==> config.mk <==
export PLATFORM = sky130hd
export DESIGN_NAME = reg_file_flat
export DESIGN_NICKNAME = d
export VERILOG_FILES = /design/src/rtl/reg_file_pkg.sv /design/src/rtl/reg_file_if.sv /design/src/rtl/mux8_1.sv /design/src/rtl/reg_word.sv /design/src/rtl/reg_file.sv /design/src/flat_wrapper.sv
export SDC_FILE = /design/constraint.sdc
export NUM_CORES = 1
export LEC_CHECK = 0
export BUFFER_PORTS_ARGS = -buffer_cell sky130_fd_sc_hd__buf_2
export CORE_UTILIZATION = 30
export DETAILED_ROUTE_END_ITERATION = 8
export PLACE_DENSITY = 0.49
export SLEW_MARGIN = 40
export SYNTH_ARGS = -nofsm -noshare
export SYNTH_HDL_FRONTEND = slang
export SYNTH_SLANG_ARGS = --single-unit
==> constraint.sdc <==
create_clock -name clk -period 2.48 [get_ports clk]
set_input_delay 0.496 -clock clk [delete_from_list [all_inputs] [get_ports clk]]
set_output_delay 0.496 -clock clk [all_outputs]
set_load 0.005 [all_outputs]
==> src/rtl/reg_file_pkg.sv <==
// rtl/reg_file_pkg.sv - shared constants and types for the register file
package reg_file_pkg;
   localparam int REG_COUNT     = 8;
   localparam int REG_ADDR_W    = 3;
   localparam int WIDTH_DEFAULT = 32;

   typedef logic [REG_ADDR_W-1:0] reg_addr_t;

   localparam reg_addr_t ZERO_REG = 3'd0;
endpackage

==> src/rtl/reg_file_if.sv <==
// rtl/reg_file_if.sv - read/write port bundle of the register file
interface reg_file_if
   import reg_file_pkg::*;
#(
   parameter int WIDTH = WIDTH_DEFAULT
) ();
   reg_addr_t          read_addr1;
   reg_addr_t          read_addr2;
   logic [WIDTH-1:0]   read_data1;
   logic [WIDTH-1:0]   read_data2;
   logic               write_en;
   reg_addr_t          write_addr;
   logic [WIDTH-1:0]   write_data;

   modport master (
      output read_addr1, read_addr2, write_en, write_addr, write_data,
      input  read_data1, read_data2
   );

   modport slave (
      input  read_addr1, read_addr2, write_en, write_addr, write_data,
      output read_data1, read_data2
   );
endinterface

==> src/rtl/mux8_1.sv <==
// rtl/mux8_1.sv - one-bit 8:1 selector cell built from three 2:1 levels
module mux8_1 (
   input  logic a0,
   input  logic a1,
   input  logic a2,
   input  logic a3,
   input  logic a4,
   input  logic a5,
   input  logic a6,
   input  logic a7,
   input  logic sel0,
   input  logic sel1,
   input  logic sel2,
   output logic y
);
   logic l1_0, l1_1, l1_2, l1_3;
   logic l2_0, l2_1;

   // three levels of 2:1 selection, lowest select bit first
   always_comb begin
      l1_0 = sel0 ? a1 : a0;
      l1_1 = sel0 ? a3 : a2;
      l1_2 = sel0 ? a5 : a4;
      l1_3 = sel0 ? a7 : a6;
      l2_0 = sel1 ? l1_1 : l1_0;
      l2_1 = sel1 ? l1_3 : l1_2;
      y    = sel2 ? l2_1 : l2_0;
   end
endmodule

==> src/rtl/reg_word.sv <==
// rtl/reg_word.sv - one WIDTH-bit register with sync reset and load enable
module reg_word #(
   parameter int WIDTH = 32
) (
   input  logic             clk,
   input  logic             reset,
   input  logic             load,
   input  logic [WIDTH-1:0] d,
   output logic [WIDTH-1:0] q
);
   // reset wins over load so a write in the reset cycle is discarded
   always_ff @(posedge clk) begin
      if (reset)
         q <= '0;
      else if (load)
         q <= d;
   end
endmodule

==> src/rtl/reg_file.sv <==
// rtl/reg_file.sv - eight-entry register file, r0 hardwired to zero
module reg_file
   import reg_file_pkg::*;
#(
   parameter int WIDTH = WIDTH_DEFAULT
) (
   input  logic       clk,
   input  logic       reset,
   reg_file_if.slave  bus
);
   logic [WIDTH-1:0]       regs [1:REG_COUNT-1];
   logic [REG_COUNT-1:1]   word_en;
   logic [WIDTH-1:0]       rd1;
   logic [WIDTH-1:0]       rd2;

   // one-hot write decode gated by write_en; the r0 output is never built
   always_comb begin
      word_en = '0;
      for (int r = 1; r < REG_COUNT; r++) begin
         if (bus.write_en && (bus.write_addr == r[REG_ADDR_W-1:0]))
            word_en[r] = 1'b1;
      end
   end

   for (genvar r = 1; r < REG_COUNT; r++) begin : g_word
      reg_word #(.WIDTH(WIDTH)) u_word (
         .clk   (clk),
         .reset (reset),
         .load  (word_en[r]),
         .d     (bus.write_data),
         .q     (regs[r])
      );
   end

   // a0 tied low gives the zero register without storage
   for (genvar b = 0; b < WIDTH; b++) begin : g_bit
      mux8_1 u_rd1 (
         .a0   (1'b0),
         .a1   (regs[1][b]),
         .a2   (regs[2][b]),
         .a3   (regs[3][b]),
         .a4   (regs[4][b]),
         .a5   (regs[5][b]),
         .a6   (regs[6][b]),
         .a7   (regs[7][b]),
         .sel0 (bus.read_addr1[0]),
         .sel1 (bus.read_addr1[1]),
         .sel2 (bus.read_addr1[2]),
         .y    (rd1[b])
      );
      mux8_1 u_rd2 (
         .a0   (1'b0),
         .a1   (regs[1][b]),
         .a2   (regs[2][b]),
         .a3   (regs[3][b]),
         .a4   (regs[4][b]),
         .a5   (regs[5][b]),
         .a6   (regs[6][b]),
         .a7   (regs[7][b]),
         .sel0 (bus.read_addr2[0]),
         .sel1 (bus.read_addr2[1]),
         .sel2 (bus.read_addr2[2]),
         .y    (rd2[b])
      );
   end

   assign bus.read_data1 = rd1;
   assign bus.read_data2 = rd2;
endmodule

==> src/flat_wrapper.sv <==
// flat-port wrapper written by rule: the top's interface ports become plain ports
module reg_file_flat import reg_file_pkg::*;
#(
   parameter int WIDTH = WIDTH_DEFAULT
)
  (clk, reset, bus_read_addr1, bus_read_addr2, bus_write_en, bus_write_addr, bus_write_data, bus_read_data1, bus_read_data2);
  reg_file_if #(.WIDTH(WIDTH)) bus_i ();
  input  logic clk;
  input  logic reset;
  input wire logic [$bits(bus_i.read_addr1)-1:0] bus_read_addr1;
  input wire logic [$bits(bus_i.read_addr2)-1:0] bus_read_addr2;
  input wire logic [$bits(bus_i.write_en)-1:0] bus_write_en;
  input wire logic [$bits(bus_i.write_addr)-1:0] bus_write_addr;
  input wire logic [$bits(bus_i.write_data)-1:0] bus_write_data;
  output wire logic [$bits(bus_i.read_data1)-1:0] bus_read_data1;
  output wire logic [$bits(bus_i.read_data2)-1:0] bus_read_data2;
  assign bus_i.read_addr1 = bus_read_addr1;
  assign bus_i.read_addr2 = bus_read_addr2;
  assign bus_i.write_en = bus_write_en;
  assign bus_i.write_addr = bus_write_addr;
  assign bus_i.write_data = bus_write_data;
  assign bus_read_data1 = bus_i.read_data1;
  assign bus_read_data2 = bus_i.read_data2;
  reg_file #(.WIDTH(WIDTH)) u_core (.clk(clk), .reset(reset), .bus(bus_i));
endmodule
==> results.json <==
{
  "cts_hold_buffers": 0,
  "clk_path_buf_depth": 3,
  "die_area_mm2": 0.0439,
  "start_util_pct": 30.6,
  "critPathCapture": "bus_read_data2[9]",
  "regArea_mm2": 0.00448,
  "cts_buffers": 28,
  "cts-root-buf": "clkbuf_16",
  "pin_count": 108,
  "power_density_mw_per_mm2": 622,
  "top_register": "u_core.g_word.u_word.q",
  "ant_nets": 0,
  "final_nets": 1504,
  "detail_route.iter0.violations": 831,
  "drive_gt1_share_pct": 31.0,
  "fin_cells": 2021,
  "dpl.cell_count": 1966,
  "fmax_mhz": 411,
  "routed_via_density": 5.29,
  "synth_cell_types": 28,
  "r2r_end": "u_core.g_word[4].u_word.q[8]",
  "dr.pass1.iters": 9,
  "critical_path.max_fanout": 7,
  "area_delta_synth_final_pct": 13.5,
  "period_share_pct": 98.1,
  "worst_path_max_delay_cell": "a221oi_1",
  "synthesis.nets": 1483,
  "cp_slowest_stage_delay_ns": 0.49,
  "crit_required_ns": 1.98,
  "netlist.area_leader.share_pct": 34.7,
  "drc_errors": 0,
  "ff2ff_setup_slack_ns": 1.74,
  "min_path_type": "in -> reg",
  "placed_area_mm2": 0.0136,
  "maxSlewViolCount": 0,
  "max_cap_violations": 0,
  "cts_sinks": 224,
  "die_x_um": 210,
  "finalCriticalPeriod_ns": 2.43,
  "ys_ff_latch": 224,
  "layout_common_cells": "nand2_1 (418), dfxtp_1 (224), a21oi_1 (194)",
  "p_leak_uw": 0.00547,
  "skew_ns": 0,
  "multi_input_area_mm2": 0.00705,
  "clk_pin_slew_ns": 0.06,
  "crit_buf_inv": 4,
  "grt_pass1_wl_um": 67500,
  "slew-limit-headroom_pct": 61.5,
  "finalInstanceArea_mm2": 0.0147,
  "num-fill-cells": 4334,
  "wl_per_cell_um": 22.1,
  "rr_startpoint": "u_core.g_word[4].u_word.q[8]",
  "ir_worst_vdd_v": 0.000534,
  "worst_setup_path_start_kind": "input port",
  "cp-startpoint": "bus_read_addr2[0]",
  "setup_viol": 0,
  "path_class": "in -> out",
  "reg_top3": "u_core.g_word.u_word.q: 224 flops",
  "ys_top_cells_by_area": "dfxtp_1 (35%), nand2_1 (12%), mux2i_1 (9.9%)",
  "rsz0062_at_grt": "false",
  "track_usage_pct": 20.1,
  "rr_worst_depth": 2,
  "grt_max_degree": 54,
  "final_common_cell": "nand2_1",
  "port_buffers": 107,
  "syn_inst": 1439,
  "hold_violations": 0,
  "largest_register_ffs": 224,
  "grt_overflow": 0,
  "clk_latency_ns": 0.55,
  "endpoint_kind": "output pin",
  "antenna_cells": 0,
  "syn_area_mm2": 0.0129,
  "grt_antenna_before_repair": 4,
  "yosys_warnings": 0,
  "worstHoldStart": "bus_write_data[16]",
  "cp_num_cells": 6,
  "cts_tree": "done",
  "place.gp.congestion": 0.779,
  "critPathTopFamily": "buffers and inverters",
  "dpl.hpwl_um": 29200,
  "core_area_mm2": 0.0422,
  "worstMarginPinSlew_ns": 0.577,
  "grt_pass1_vias": 10500,
  "vias": 10700,
  "synth_top_area_cell": "dfxtp_1",
  "worstPathCellList": "clkbuf_4 -> buf_12 -> and2_2 -> buf_4 -> a221oi_1 -> buf_2",
  "die_h_um": 210,
  "cts.htree.levels": 1,
  "cp.arrival_ns": 1.94,
  "status": "finished, final reports clean",
  "avgSynthCellArea_um2": 8.98,
  "yosysSeqAreaShare_pct": 34.7,
  "wirelength_um": 44700,
  "rows": 75
}
-- how the worst min path moves through the flow --
stage                                                to  slack, ns  cells past startpoint
after floorplan            u_core.g_word[5].u_word.q[0]       0.45                      2
after global placement     u_core.g_word[3].u_word.q[6]       0.46                      2
after detailed placement  u_core.g_word[5].u_word.q[31]       0.46                      2
after CTS                  u_core.g_word[2].u_word.q[1]       0.22                      3
after global routing      u_core.g_word[2].u_word.q[16]       0.23                      3
final                     u_core.g_word[2].u_word.q[16]       0.25                      3
-- cell families (layout without fill, tap and decap cells) --
family / count (synthesis) / count (layout) / synth area share [%]
DFF: 224 / 224 / 34.7
muxes: 192 / 192 / 16.9
and+or+nand+nor: 468 / 468 / 15.1
buffers and inverters: 203 / 246 / 11.2
AOI/OAI and AO/OA: 352 / 352 / 22.1
-- tightest hold or removal path: cells and delay by family --
family	cells	cell delay [ns]
simple gates	1	0.07
buf+inv	1	0.15
compound gates	1	0.04
-- power by group --
part           switching [µW]  internal, µW  leakage (µW)  total (µW)
clock network            1660          2520      0.000463        4180
logic                     733           474       0.00319        1210
registers                61.5          3680       0.00181        3740
total                    2450          6670       0.00547        9120
-- per-layer routing --
metal  part of all wire, %  up-vias  track usage, %  routed length [µm]
li1                      -     5048               -                   -
met1                    47     5240            28.0               20900
met2                    46      324            32.6               20400
met3                   5.4       68            2.77                2410
met4                   2.1        4            5.39                 952
met5                 0.063        -               0                  28
-- synth_stat cells, drive strengths merged --
master,count
and4b,3
clkbuf,34
and4,1
a21oi,224
mux2,64
and4bb,3
nand4b,3
nand4,1
nand2,448
and2b,1
buf,169
dfxtp,224
nand4bb,3
a221oi,128
and2,2
mux2i,128
nor2b,3
-- cell type report --
type,count,area share (%)
Tap cell,539,4.60
Multi-Input combinational cell,1012,48.1
Sequential cell,224,30.6
Clock inverter,12,0.827
Timing Repair Buffer,194,10.3
Clock buffer,40,5.64
-- through the flow --
stage / TNS [ns] / worst slack (ns) / total power [µW] / util (%) / hold WS, ns
4_1_cts: 0 / 0.0239 / 9210 / 34.6 / 0.221
3_5_place_dp: -0.165 / -0.0726 / 5000 / 32.3 / 0.461
5_1_grt: 0 / 0.00932 / 9440 / 34.7 / 0.232
6_report: 0 / 0.0464 / 9120 / 34.7 / 0.247
3_3_place_gp: -0.646 / -0.0765 / 4990 / 32.2 / 0.456
2_1_floorplan: 0 / 0.473 / 4620 / - / 0.445
-- timing repair --
item / in CTS / in global routing
endpoints found under the setup margin: 6 / 4
buffers inserted: 2 / 0
gates resized for setup: 3 / 5
gates cloned: 0 / 1
endpoints found under the hold margin: 0 / 0
(Power assumes the default switching activity.)
